===== config.mk =====
export PLATFORM = sky130hd
export DESIGN_NAME = gps_ce_monitor
export DESIGN_NICKNAME = d
export VERILOG_FILES = /design/src/rtl/gps_ce_monitor.sv
export SDC_FILE = /design/constraint.sdc
export NUM_CORES = 1
export LEC_CHECK = 0
export CORE_ASPECT_RATIO = 1.4
export CORE_MARGIN = 2
export CORE_UTILIZATION = 35
export DETAILED_ROUTE_END_ITERATION = 6
export PLACE_DENSITY_LB_ADDON = 0.15
export SLEW_MARGIN = 10
export SYNTH_ARGS = -nofsm -noshare
export SYNTH_HDL_FRONTEND = slang
export SYNTH_SLANG_ARGS = --single-unit

===== constraint.sdc =====
create_clock -name sys_clk_50 -period 2.8 [get_ports sys_clk_50]
set_input_delay 0.56 -clock sys_clk_50 [delete_from_list [all_inputs] [get_ports sys_clk_50]]
set_output_delay 0.56 -clock sys_clk_50 [all_outputs]
set_load 0.03 [all_outputs]

===== src/rtl/gps_ce_monitor.sv =====
// -----------------------------------------------------------------------------
// gps_ce_monitor
//
// Watches the slow-clock event stream produced by the GPS clock generator and
// verifies that events arrive every DIV fast-clock cycles. After LOCK_CNT
// consecutive correct periods the stream is declared locked. Wrong spacing or
// a missing event (no event within 2*DIV cycles) raises a one-cycle error
// pulse and bumps a saturating error counter.
//
// Parameters:
//   DIV       expected cycles between events (2..127)
//   LOCK_CNT  consecutive matching periods required for lock (1..15)
//
// Ports:
//   sys_clk_50   in   sole clock, all state on its rising edge
//   gps_rst_n    in   asynchronous active-low reset
//   ce_in        in   event source (pulse, or square wave in toggle mode)
//   clr_err      in   synchronous clear of err_cnt
//   locked       out  event stream verified at DIV cycles
//   err_pulse    out  one-cycle pulse per period error or timeout
//   err_cnt      out  saturating error count
//   period_last  out  most recent measured event-to-event period
//
// Build option:
//   GPS_CE_MON_TOGGLE_EN  when defined, ce_in is a divided square wave and an
//                         event is any edge of it; otherwise ce_in is a
//                         one-cycle enable pulse.
// -----------------------------------------------------------------------------
module gps_ce_monitor #(
    parameter int DIV      = 5,
    parameter int LOCK_CNT = 4
) (
    input  logic       sys_clk_50,
    input  logic       gps_rst_n,
    input  logic       ce_in,
    input  logic       clr_err,
    output logic       locked,
    output logic       err_pulse,
    output logic [7:0] err_cnt,
    output logic [7:0] period_last
);

    typedef enum logic [1:0] {
        ST_SEARCH  = 2'd0,
        ST_ACQUIRE = 2'd1,
        ST_LOCKED  = 2'd2
    } state_t;

    localparam logic [7:0] DIV_C  = 8'(DIV);
    localparam logic [7:0] TMO_C  = 8'(2 * DIV);
    localparam logic [3:0] LOCK_C = 4'(LOCK_CNT);

    state_t     state_r;
    logic [7:0] cyc_cnt_r;   // 0 = no reference event yet
    logic [3:0] match_r;
    logic       event_s;
    logic       mismatch_s;
    logic       timeout_s;
    logic       err_s;

`ifdef GPS_CE_MON_TOGGLE_EN
    logic ce_d_r;

    // One-cycle delayed copy of ce_in for edge detection; starts at 0 so the
    // first rising level after reset counts as an edge.
    always_ff @(posedge sys_clk_50 or negedge gps_rst_n) begin
        if (!gps_rst_n) begin
            ce_d_r <= 1'b0;
        end else begin
            ce_d_r <= ce_in;
        end
    end

    assign event_s = ce_in ^ ce_d_r;
`else
    assign event_s = ce_in;
`endif

    // Period check and timeout decode; neither applies while searching.
    always_comb begin
        mismatch_s = 1'b0;
        timeout_s  = 1'b0;
        if (state_r == ST_SEARCH) begin
            mismatch_s = 1'b0;
            timeout_s  = 1'b0;
        end else if (event_s) begin
            // cyc_cnt is always nonzero outside SEARCH, so this is a real period
            mismatch_s = (cyc_cnt_r != DIV_C);
            timeout_s  = 1'b0;
        end else begin
            mismatch_s = 1'b0;
            timeout_s  = (cyc_cnt_r == TMO_C);
        end
    end

    assign err_s = mismatch_s | timeout_s;

    // Period counter, lock state machine and all registered outputs.
    always_ff @(posedge sys_clk_50 or negedge gps_rst_n) begin
        if (!gps_rst_n) begin
            state_r     <= ST_SEARCH;
            cyc_cnt_r   <= 8'd0;
            match_r     <= 4'd0;
            locked      <= 1'b0;
            err_pulse   <= 1'b0;
            err_cnt     <= 8'd0;
            period_last <= 8'd0;
        end else begin
            err_pulse <= err_s;

            // A clear wins over history but not over an error in the same cycle.
            if (clr_err) begin
                err_cnt <= err_s ? 8'd1 : 8'd0;
            end else if (err_s && (err_cnt != 8'hFF)) begin
                err_cnt <= err_cnt + 8'd1;
            end else begin
                err_cnt <= err_cnt;
            end

            if (event_s && (cyc_cnt_r != 8'd0)) begin
                period_last <= cyc_cnt_r;
            end else begin
                period_last <= period_last;
            end

            // Every event becomes the new reference, including mismatching ones.
            if (event_s) begin
                cyc_cnt_r <= 8'd1;
            end else if (timeout_s) begin
                cyc_cnt_r <= 8'd0;
            end else if ((cyc_cnt_r != 8'd0) && (cyc_cnt_r != 8'hFF)) begin
                cyc_cnt_r <= cyc_cnt_r + 8'd1;
            end else begin
                cyc_cnt_r <= cyc_cnt_r;
            end

            case (state_r)
                ST_SEARCH: begin
                    if (event_s) begin
                        state_r <= ST_ACQUIRE;
                        match_r <= 4'd0;
                        locked  <= 1'b0;
                    end else begin
                        state_r <= ST_SEARCH;
                        match_r <= 4'd0;
                        locked  <= 1'b0;
                    end
                end
                ST_ACQUIRE: begin
                    if (timeout_s) begin
                        state_r <= ST_SEARCH;
                        match_r <= 4'd0;
                        locked  <= 1'b0;
                    end else if (mismatch_s) begin
                        state_r <= ST_ACQUIRE;
                        match_r <= 4'd0;
                        locked  <= 1'b0;
                    end else if (event_s) begin
                        match_r <= match_r + 4'd1;
                        if ((match_r + 4'd1) == LOCK_C) begin
                            state_r <= ST_LOCKED;
                            locked  <= 1'b1;
                        end else begin
                            state_r <= ST_ACQUIRE;
                            locked  <= 1'b0;
                        end
                    end else begin
                        state_r <= ST_ACQUIRE;
                        match_r <= match_r;
                        locked  <= 1'b0;
                    end
                end
                ST_LOCKED: begin
                    if (timeout_s) begin
                        state_r <= ST_SEARCH;
                        match_r <= 4'd0;
                        locked  <= 1'b0;
                    end else if (mismatch_s) begin
                        state_r <= ST_ACQUIRE;
                        match_r <= 4'd0;
                        locked  <= 1'b0;
                    end else begin
                        state_r <= ST_LOCKED;
                        match_r <= match_r;
                        locked  <= 1'b1;
                    end
                end
                default: begin
                    state_r <= ST_SEARCH;
                    match_r <= 4'd0;
                    locked  <= 1'b0;
                end
            endcase
        end
    end

endmodule


# After elaboration in Yosys (flattened, before gate mapping)
# Index checks and enable logic that the tools add are counted.
[op_classes] n_addsub=3 eq_ne=9 muxes=31 n_bitwise=1 reduce_logical=8
[ops] operator="2-to-1 mux 8 bit" n=5
[ops] operator="2-to-1 mux 4 bit" n=5
[ops] operator="adder 8 x 1 -> 8 bit (second input constant)" n=2
[ops] operator="!= test 8 bit (second input constant)" n=2
[ops] operator="2-to-1 mux 1 bit" n=12
[ops] operator="2-to-1 mux 2 bit" n=6
[ops] operator="equality test 8 x 4 -> 1 bit (second input constant)" n=1
[ops] operator="!= test 8 x 3 -> 1 bit (second input constant)" n=1
[ops] operator="one-hot mux 4 bit (2 select lines)" n=1
[ops] operator="nonzero test 8 bit" n=1
[ops] operator="one-hot mux 2 bit (3 select lines)" n=1
[ops] operator="adder 4 x 1 -> 4 bit (second input constant)" n=1
[ops] operator="equality test 4 x 3 -> 1 bit (second input constant)" n=1
[ops] operator="!= test 4 bit (second input constant)" n=1
[ops] operator="logical AND 1 bit" n=3
[ops] operator="!= test 3 bit (second input constant)" n=1
[ops] operator="nonzero test 3 bit" n=1
[ops] operator="equality test 2 x 1 -> 1 bit (second input constant)" n=1
[ops] operator="equality test 2 bit (second input constant)" n=1
[ops] operator="zero test 2 bit" n=1
[ops] operator="one-hot mux 1 bit (2 select lines)" n=1
[ops] operator="AND reduction 2 bit" n=1
[ops] operator="nonzero test 2 bit" n=1
[ops] operator="bitwise OR 1 bit" n=1
[totals] reg_bits=32 input_bits=4 output_inout_bits=18 word_cells=59

# Longest topological paths before layout
# Gate-level depths: netlist (run 1).
[depth] depth_word=7 depth_mapped=9

# Worst setup path before layout (run 1)
# Ideal clock, no wire load.
[synth_path] path_kind="register to register" startpoint="register cyc_cnt_r[4]" endpoint="register match_r[0]" setup_time_ns=0.125 arrival_time_ns=2.232 required_ns=2.675 path_slack_ns=0.443 stages_incl_launch_ff=7 path_buffers=1 path_cell_list="dfrtp_1 or4_4 or4_4 and2_1 buf_6 a22o_1 mux2_2"
[synth_via] elab_chain_len=6
[synth_lines] item="start, declared" line_no="54" text="logic [7:0] cyc_cnt_r;"
[synth_lines] item="start signal, assigned" line_no="132" text="cyc_cnt_r <= cyc_cnt_r + 8'd1;"
[synth_lines] item="start signal, assigned" line_no="134" text="cyc_cnt_r <= cyc_cnt_r;"
[synth_lines] item="!= test 8 x 3 -> 1 bit" line_no="88" text="mismatch_s = (cyc_cnt_r != DIV_C);"
[synth_lines] item="2-to-1 mux 1 bit" line_no="86" text="end else if (event_s) begin"
[synth_lines] item="2-to-1 mux 1 bit" line_no="83" text="if (state_r == ST_SEARCH) begin"
[synth_lines] item="2-to-1 mux 4 bit" line_no="154" text="end else if (mismatch_s) begin"
[synth_lines] item="2-to-1 mux 4 bit" line_no="150" text="if (timeout_s) begin"
[synth_lines] item="one-hot mux 4 bit (2 select lines)" line_no="137" text="case (state_r)"
[synth_lines] item="end signal, assigned" line_no="159" text="match_r <= match_r + 4'd1;"
[synth_lines] item="end signal, assigned" line_no="169" text="match_r <= match_r;"
[synth_lines] item="end signal, assigned" line_no="184" text="match_r <= match_r;"
[synth_lines] item="end, declared" line_no="55" text="logic [3:0] match_r;"
# Several ways; a longest one is shown, not always the timed one.
# A chain may end at the register's enable or synchronous reset.

# Worst setup path after layout (run 1)
[layout_path] startpoint="register cyc_cnt_r[4]" endpoint="register err_cnt[5]"
[layout_via] elab_chain_len=6
[layout_lines] item="!= test 8 x 3 -> 1 bit or equality test 8 x 4 -> 1 bit (tied branches)" line_no="88, 92"
[layout_lines] item="2-to-1 mux 1 bit" line_no="86"
[layout_lines] item="2-to-1 mux 1 bit" line_no="83"
[layout_lines] item="bitwise OR 1 bit (*)" line_no="96" text="assign err_s = mismatch_s | timeout_s;"
[layout_lines] item="logical AND 1 bit (*)" line_no="114" text="end else if (err_s && (err_cnt != 8'hFF)) begin"
[layout_lines] item="nonzero test 2 bit (no source line) (*)"
[layout_lines] item="end signal, assigned" line_no="113" text="err_cnt <= err_s ? 8'd1 : 8'd0;"
[layout_lines] item="end signal, assigned" line_no="115" text="err_cnt <= err_cnt + 8'd1;"
[layout_lines] item="end signal, assigned" line_no="117" text="err_cnt <= err_cnt;"
[layout_lines] item="end, declared" line_no="39" text="output logic [7:0] err_cnt,"
# Every way passes the cells marked *; elsewhere a longest branch is shown, timed or not.

==> impl_metrics.env, run 1 <==
export IMPL_status="completed"
export IMPL_syn_nets=196
export IMPL_setup_viol=0
export IMPL_ys_seq_area_share_pct=46.4
export IMPL_wl_met2_mm=1.84
export IMPL_fin_nets=218
export IMPL_avgRoutedWirePerCell_um=13.3
export IMPL_synthesis_area_um2=1730
export IMPL_path_max_fanout=9
export IMPL_cts_tree="built"
export IMPL_fin_setup_tns_ns=0
export IMPL_first_global_vias=1375
export IMPL_cts_root_buf="clkbuf_8"
export IMPL_cp_common_cell="or4_4"
export IMPL_critPathLaunchType="flop"
export IMPL_holdWs_ns=0.474
export IMPL_hpwl_mm=2.66
export IMPL_path_clk_slew_ns=0.06
export IMPL_finClkSkew_ns=0.00363
export IMPL_hold_path_class="flop to flop"
export IMPL_core_area_um2=4800
export IMPL_cp_arrival_ns=2.57
export IMPL_antenna_found_initial=0
export IMPL_area_delta_synth_final_pct=20.0
export IMPL_chipHeight_um=87.1
export IMPL_final_layout_size_suffix_gt1_share_pct=8.33
export IMPL_cp_slowest_cell="or4_4"
export IMPL_first_pass_iters=4
export IMPL_ys_flop_type="dfrtp_1"
export IMPL_post_cts_buffers=0
export IMPL_cp_end_kind="flop"
export IMPL_final_common_cell="dfrtp_1"
export IMPL_dr_total_vias=1384
export IMPL_dr_wl_met3_um=140
export IMPL_cts_buffer_depth=2
export IMPL_synthTopCellsByArea="dfrtp_1, ha_1, nand2_1, nor2_1, a21oi_1"
export IMPL_power_leakage_nw=0.969
export IMPL_drtAntennaViolNets=0
export IMPL_rows=30
export IMPL_synth_cell_types=38
export IMPL_cp_buffers_inverters=0
export IMPL_worst_pin_slew_ns=0.437
export IMPL_cts_buffers=5
export IMPL_drt_met1_wl_mm=1.53
export IMPL_diodes=0
export IMPL_netlist_instances=182
export IMPL_period_needed_ns=2.41
export IMPL_cp_startpoint="cyc_cnt_r[4]$_DFFE_PN0P_"
export IMPL_powerDensity_nw_per_um2=721
export IMPL_grt_overflow=0
export IMPL_slew_violations=0
export IMPL_ys_ff_latch=32
export IMPL_r2r_slack_ns=0.39
export IMPL_rsz0062_at_grt="false"
export IMPL_syn_area_per_cell_um2=9.49
export IMPL_totalWireLength_mm=3.57
export IMPL_r2r_start="cyc_cnt_r[4]$_DFFE_PN0P_"
export IMPL_ctsHoldBuffers=0
export IMPL_endpoint="err_cnt[5]$_DFFE_PN0P_"
export IMPL_num_fill_cells=504
export IMPL_place_congestion=0.830
export IMPL_die_w_um=63.4
export IMPL_fin_crit_sh_pct=86.2
export IMPL_grt_first_pass_wirelength_mm=6.44
export IMPL_dpl_cell_area_um2=1990
export IMPL_cp_num_cells=5
export IMPL_crit_chain="or4_4 > or4_4 > a21oi_4 > nand4_1 > mux2_1"
export IMPL_route_detailed_drc=0
export IMPL_fin_area_um2=2070
export IMPL_port_buffers=21
export IMPL_mostFrequentLayoutCells="dfrtp_1, nand2_1, clkdlybuf4s50_1"
export IMPL_finalHoldViolCount=0
export IMPL_cts_sinks=32
export IMPL_via_per_inst=5.16
export IMPL_clk_latency_ns=0.28
export IMPL_max_cap_violations=0
export IMPL_slew_headroom_pct=70.8
export IMPL_synth_top_area_share_pct=46.4
export IMPL_ys_async_sr_fraction_pct=100
export IMPL_h_tree_depth=2
export IMPL_total_power_mw=1.49
export IMPL_crit_required_ns=2.96
export IMPL_dieArea_um2=5520
export IMPL_reg2reg_depth=5
export IMPL_top_layer="met4"
export IMPL_ctsResizeCount=0
export IMPL_fmax_mhz=414
export IMPL_synth_top_area_cell="dfrtp_1"
export IMPL_grt_start_max_net_pins=33
export IMPL_slowest_delay_ns=0.59
export IMPL_start_util_pct=35.9
export IMPL_first_iter_violations=82
export IMPL_crit_family="simple AND/OR/NAND/NOR gates"
export IMPL_r2r_end="err_cnt[5]$_DFFE_PN0P_"
export IMPL_ioPinCount=22
export IMPL_critical_path_class="flop to flop"
export IMPL_ys_warn_count=0
export IMPL_vdd_drop_max_uv=251
export IMPL_synth_edf_count=0
export IMPL_grt_util_all_layers_pct=15.0
## registers in the layout (all words and copies together), names as in the netlist
register and cells:
period_last 8, locked 1, err_cnt 8, match_r 4, state_r 2, err_pulse 1
cyc_cnt_r 8
## cell usage after synthesis, types with 3 or more instances
cell type  number
dfrtp_1        32
nand2_1        27
nor2_1         14
a21oi_1        10
ha_1           10
nand3_1         9
inv_1           8
nand4_1         8
nor3_1          8
clkbuf_1        7
o21ai_0         5
and3_1          4
nor2b_1         4
xor2_1          4
nand2b_1        3
## final cells by class
| cell class | instances | area (um^2) | share of cell area, % |
|---|---|---|---|
| timing repair buffer | 23 | 225 | 10.9 |
| clock buffer | 6 | 72.6 | 3.50 |
| multi-input combinational | 134 | 858 | 41.4 |
| sequential | 32 | 801 | 38.6 |
| tap | 64 | 80.1 | 3.86 |
| inverter | 8 | 30.0 | 1.45 |
| clock inverter | 1 | 5.00 | 0.242 |
## worst reg2reg max path: cells and delay by family, from the launching register on
| kind | cells | cell delay [ns] |
|---|---|---|
| AO/OA/AOI/OAI | 1 | 0.28 |
| flip-flops | 1 | 0.42 |
| multiplexers | 1 | 0.33 |
| AND/OR/NAND/NOR | 3 | 1.28 |
## metrics by stage
stage	cells	utilization (%)	worst slack [ns]
floorplan	182	-	0.443
global placement	261	41.5	0.380
detailed placement	261	41.5	0.345
CTS	268	43.1	0.379
global route	268	43.1	0.294
finish	268	43.1	0.387
## routing by layer
layer / track usage, % / vias to the layer above
met5: 0 / -
met4: 7.51 / 0
met3: 3.88 / 5
met2: 25.9 / 29
met1: 17.0 / 672
li1: - / 678
## power breakdown
group	internal [mW]	leakage (nW)	switching [mW]
clock network	0.169	0.0410	0.161
logic	0.215	0.497	0.318
registers	0.546	0.431	0.0855
## logic make-up (layout without fill, tap and decap cells)
| group | Yosys count | after routing | share of synthesized area (%) |
|---|---|---|---|
| mux | 4 | 4 | 2.54 |
| fa+ha+maj | 10 | 10 | 7.25 |
| xor+xnor | 4 | 4 | 2.03 |
| compound gates | 26 | 26 | 10.7 |
| flops | 32 | 32 | 46.4 |
| simple gates | 90 | 90 | 27.2 |
| buf+inv | 16 | 38 | 3.91 |
## worst min-delay path by stage
stage,from,end,slack [ns],depth (start not counted)
finish,period_last[4]$_DFFE_PN0P_,period_last[4]$_DFFE_PN0P_,0.47,2
detailed placement,period_last[4]$_DFFE_PN0P_,period_last[4]$_DFFE_PN0P_,0.46,2
global route,period_last[2]$_DFFE_PN0P_,period_last[2]$_DFFE_PN0P_,0.52,2
global placement,period_last[5]$_DFFE_PN0P_,period_last[5]$_DFFE_PN0P_,0.47,2
CTS,period_last[4]$_DFFE_PN0P_,period_last[4]$_DFFE_PN0P_,0.48,2
floorplan,gps_rst_n,cyc_cnt_r[0]$_DFFE_PN0P_,0.26,0
Note: power is estimated with default switching activity, not from simulation.
==> run 2: changes to the inputs <==
--- a/config.mk
+++ b/config.mk
@@ -5,9 +5,11 @@
 export SDC_FILE = /design/constraint.sdc
 export NUM_CORES = 1
 export LEC_CHECK = 0
+export CELL_PAD_IN_SITES_DETAIL_PLACEMENT = 0
+export CELL_PAD_IN_SITES_GLOBAL_PLACEMENT = 2
 export CORE_ASPECT_RATIO = 1.4
 export CORE_MARGIN = 2
-export CORE_UTILIZATION = 35
+export CORE_UTILIZATION = 34
 export DETAILED_ROUTE_END_ITERATION = 6
 export PLACE_DENSITY_LB_ADDON = 0.15
 export SLEW_MARGIN = 10
==> impl_metrics.env, run 2 (synthesis results as in run 1) <==
export IMPL_status="completed"
export IMPL_first_pass_iters=4
export IMPL_critPathLaunchType="flop"
export IMPL_power_switching_share_pct=38.1
export IMPL_fin_crit_sh_pct=86.3
export IMPL_grt_start_max_net_pins=33
export IMPL_final_common_cell="dfrtp_1"
export IMPL_via_per_inst=5.05
export IMPL_core_area_um2=4880
export IMPL_cp_arrival_ns=2.59
export IMPL_vdd_drop_max_uv=344
export IMPL_finalHoldViolCount=0
export IMPL_fin_area_um2=2070
export IMPL_grt_overflow=0
export IMPL_path_max_fanout=7
export IMPL_clock_power_share_pct=22.0
export IMPL_path_clk_slew_ns=0.07
export IMPL_p_int_mw=0.929
export IMPL_dr_total_vias=1353
export IMPL_powerDensity_nw_per_um2=725
export IMPL_final_layout_size_suffix_gt1_share_pct=8.33
export IMPL_crit_required_ns=2.97
export IMPL_slew_violations=0
export IMPL_first_global_vias=1304
export IMPL_cts_root_buf="clkbuf_8"
export IMPL_power_leakage_nw=0.969
export IMPL_port_buffers=21
export IMPL_area_delta_synth_final_pct=20.0
export IMPL_finClkSkew_ns=0.0105
export IMPL_total_power_mw=1.50
export IMPL_grt_util_all_layers_pct=14.5
export IMPL_cts_tree="built"
export IMPL_period_needed_ns=2.42
export IMPL_rows=30
export IMPL_die_w_um=64.2
export IMPL_drtAntennaViolNets=0
export IMPL_cts_buffer_depth=2
export IMPL_worst_pin_slew_ns=0.461
export IMPL_post_cts_buffers=0
export IMPL_reg_top3="cyc_cnt_r: 8 flops, err_cnt: 8 flops, period_last: 8 flops"
export IMPL_avgRoutedWirePerCell_um=13.5
export IMPL_seqPwrFrac_pct=42.2
export IMPL_holdWs_ns=0.477
export IMPL_switching_power_mw=0.572
export IMPL_cp_slowest_cell="or4_4"
export IMPL_diodes=0
export IMPL_chipHeight_um=88.3
export IMPL_final_cells=268
export IMPL_clk_latency_ns=0.28
export IMPL_ioPinCount=22
export IMPL_cts_buffers=5
export IMPL_crit_chain="or4_4 > or4_4 > and2_1 > a22o_1 > mux2_2"
export IMPL_slew_headroom_pct=69.2
export IMPL_max_cap_violations=0
export IMPL_antenna_found_initial=0
export IMPL_placed_cells_incl_taps=261
export IMPL_setup_viol=0
export IMPL_dieArea_um2=5670
export IMPL_start_util_pct=35.4
export IMPL_ctsResizeCount=0
export IMPL_slowest_delay_ns=0.59
export IMPL_route_detailed_drc=0
export IMPL_hpwl_mm=2.66
export IMPL_grt_first_pass_wirelength_mm=6.29
export IMPL_pwr_share_comb_pct=35.7
export IMPL_ctsHoldBuffers=0
export IMPL_fmax_mhz=414
export IMPL_rsz0062_at_grt="false"
export IMPL_totalWireLength_mm=3.62
export IMPL_fin_nets=218
export IMPL_mostFrequentLayoutCells="dfrtp_1, nand2_1, clkdlybuf4s50_1"
export IMPL_cp_end_kind="flop"
export IMPL_dpl_cell_area_um2=1990
export IMPL_hold_path_class="flop to flop"
export IMPL_cp_common_cell="or4_4"
export IMPL_h_tree_depth=2
export IMPL_fin_setup_tns_ns=0
export IMPL_cts_sinks=32
export IMPL_place_congestion=0.792
export IMPL_critical_path_class="flop to flop"
export IMPL_first_iter_violations=120
-- run 2: cell counts in the layout (fill, tap and decap cells not counted) --
Identical to the previous run, type by type.
-- run 2: power by group through the flow --
stage | clock network (mW) | logic (mW) | registers [mW]
6_report | 0.331 | 0.536 | 0.634
3_5_place_dp | 0 | 0.545 | 0.644
3_3_place_gp | 0 | 0.543 | 0.638
2_1_floorplan | 0 | 0.318 | 0.692
5_1_grt | 0.369 | 0.609 | 0.652
4_1_cts | 0.348 | 0.545 | 0.635
-- run 2: worst paths after layout --
kind,start,end,slack (ns),depth (start not counted)
max,cyc_cnt_r[4]$_DFFE_PN0P_,match_r[0]$_DFFE_PN0P_,0.38,5
min,period_last[5]$_DFFE_PN0P_,period_last[5]$_DFFE_PN0P_,0.48,2
max reg2reg,cyc_cnt_r[4]$_DFFE_PN0P_,match_r[0]$_DFFE_PN0P_,0.38,5
min reg2reg,period_last[5]$_DFFE_PN0P_,period_last[5]$_DFFE_PN0P_,0.48,2
min in group asynchronous,gps_rst_n,err_cnt[5]$_DFFE_PN0P_,0.68,2
max in group asynchronous,gps_rst_n,cyc_cnt_r[3]$_DFFE_PN0P_,1.82,2
-- run 2: cell type report --
class                           instances  area [um^2]
Clock buffer                            6         72.6
Inverter                                8         30.0
Clock inverter                          1         5.00
Fill cell                             482         2810
Multi-Input combinational cell        134          858
Tap cell                               64         80.1
Sequential cell                        32          801
Timing Repair Buffer                   23          225
-- run 2: layer usage --
layer,up-vias,share of wire [%],routed length (um),GRT usage [%]
li1,678,-,-,-
met1,652,45,1650,17.9
met2,19,51,1830,24.2
met3,4,2.9,104,3.94
met4,0,1.1,39,5.80
met5,-,0,0,0
-- run 2: critical path: cells and delay by family, from the launching register on --
kind               cells  cell delay, ns
DFF                    1            0.43
and+or+nand+nor        3            1.36
muxes                  1            0.26
AOI/OAI and AO/OA      1            0.27
-- run 2: per-stage QoR --
stage / setup slack [ns] / utilization (%)
finish: 0.383 / 42.5
global route: 0.286 / 42.5
CTS: 0.388 / 42.5
detailed placement: 0.340 / 40.9
global placement: 0.370 / 40.9
floorplan: 0.443 / -
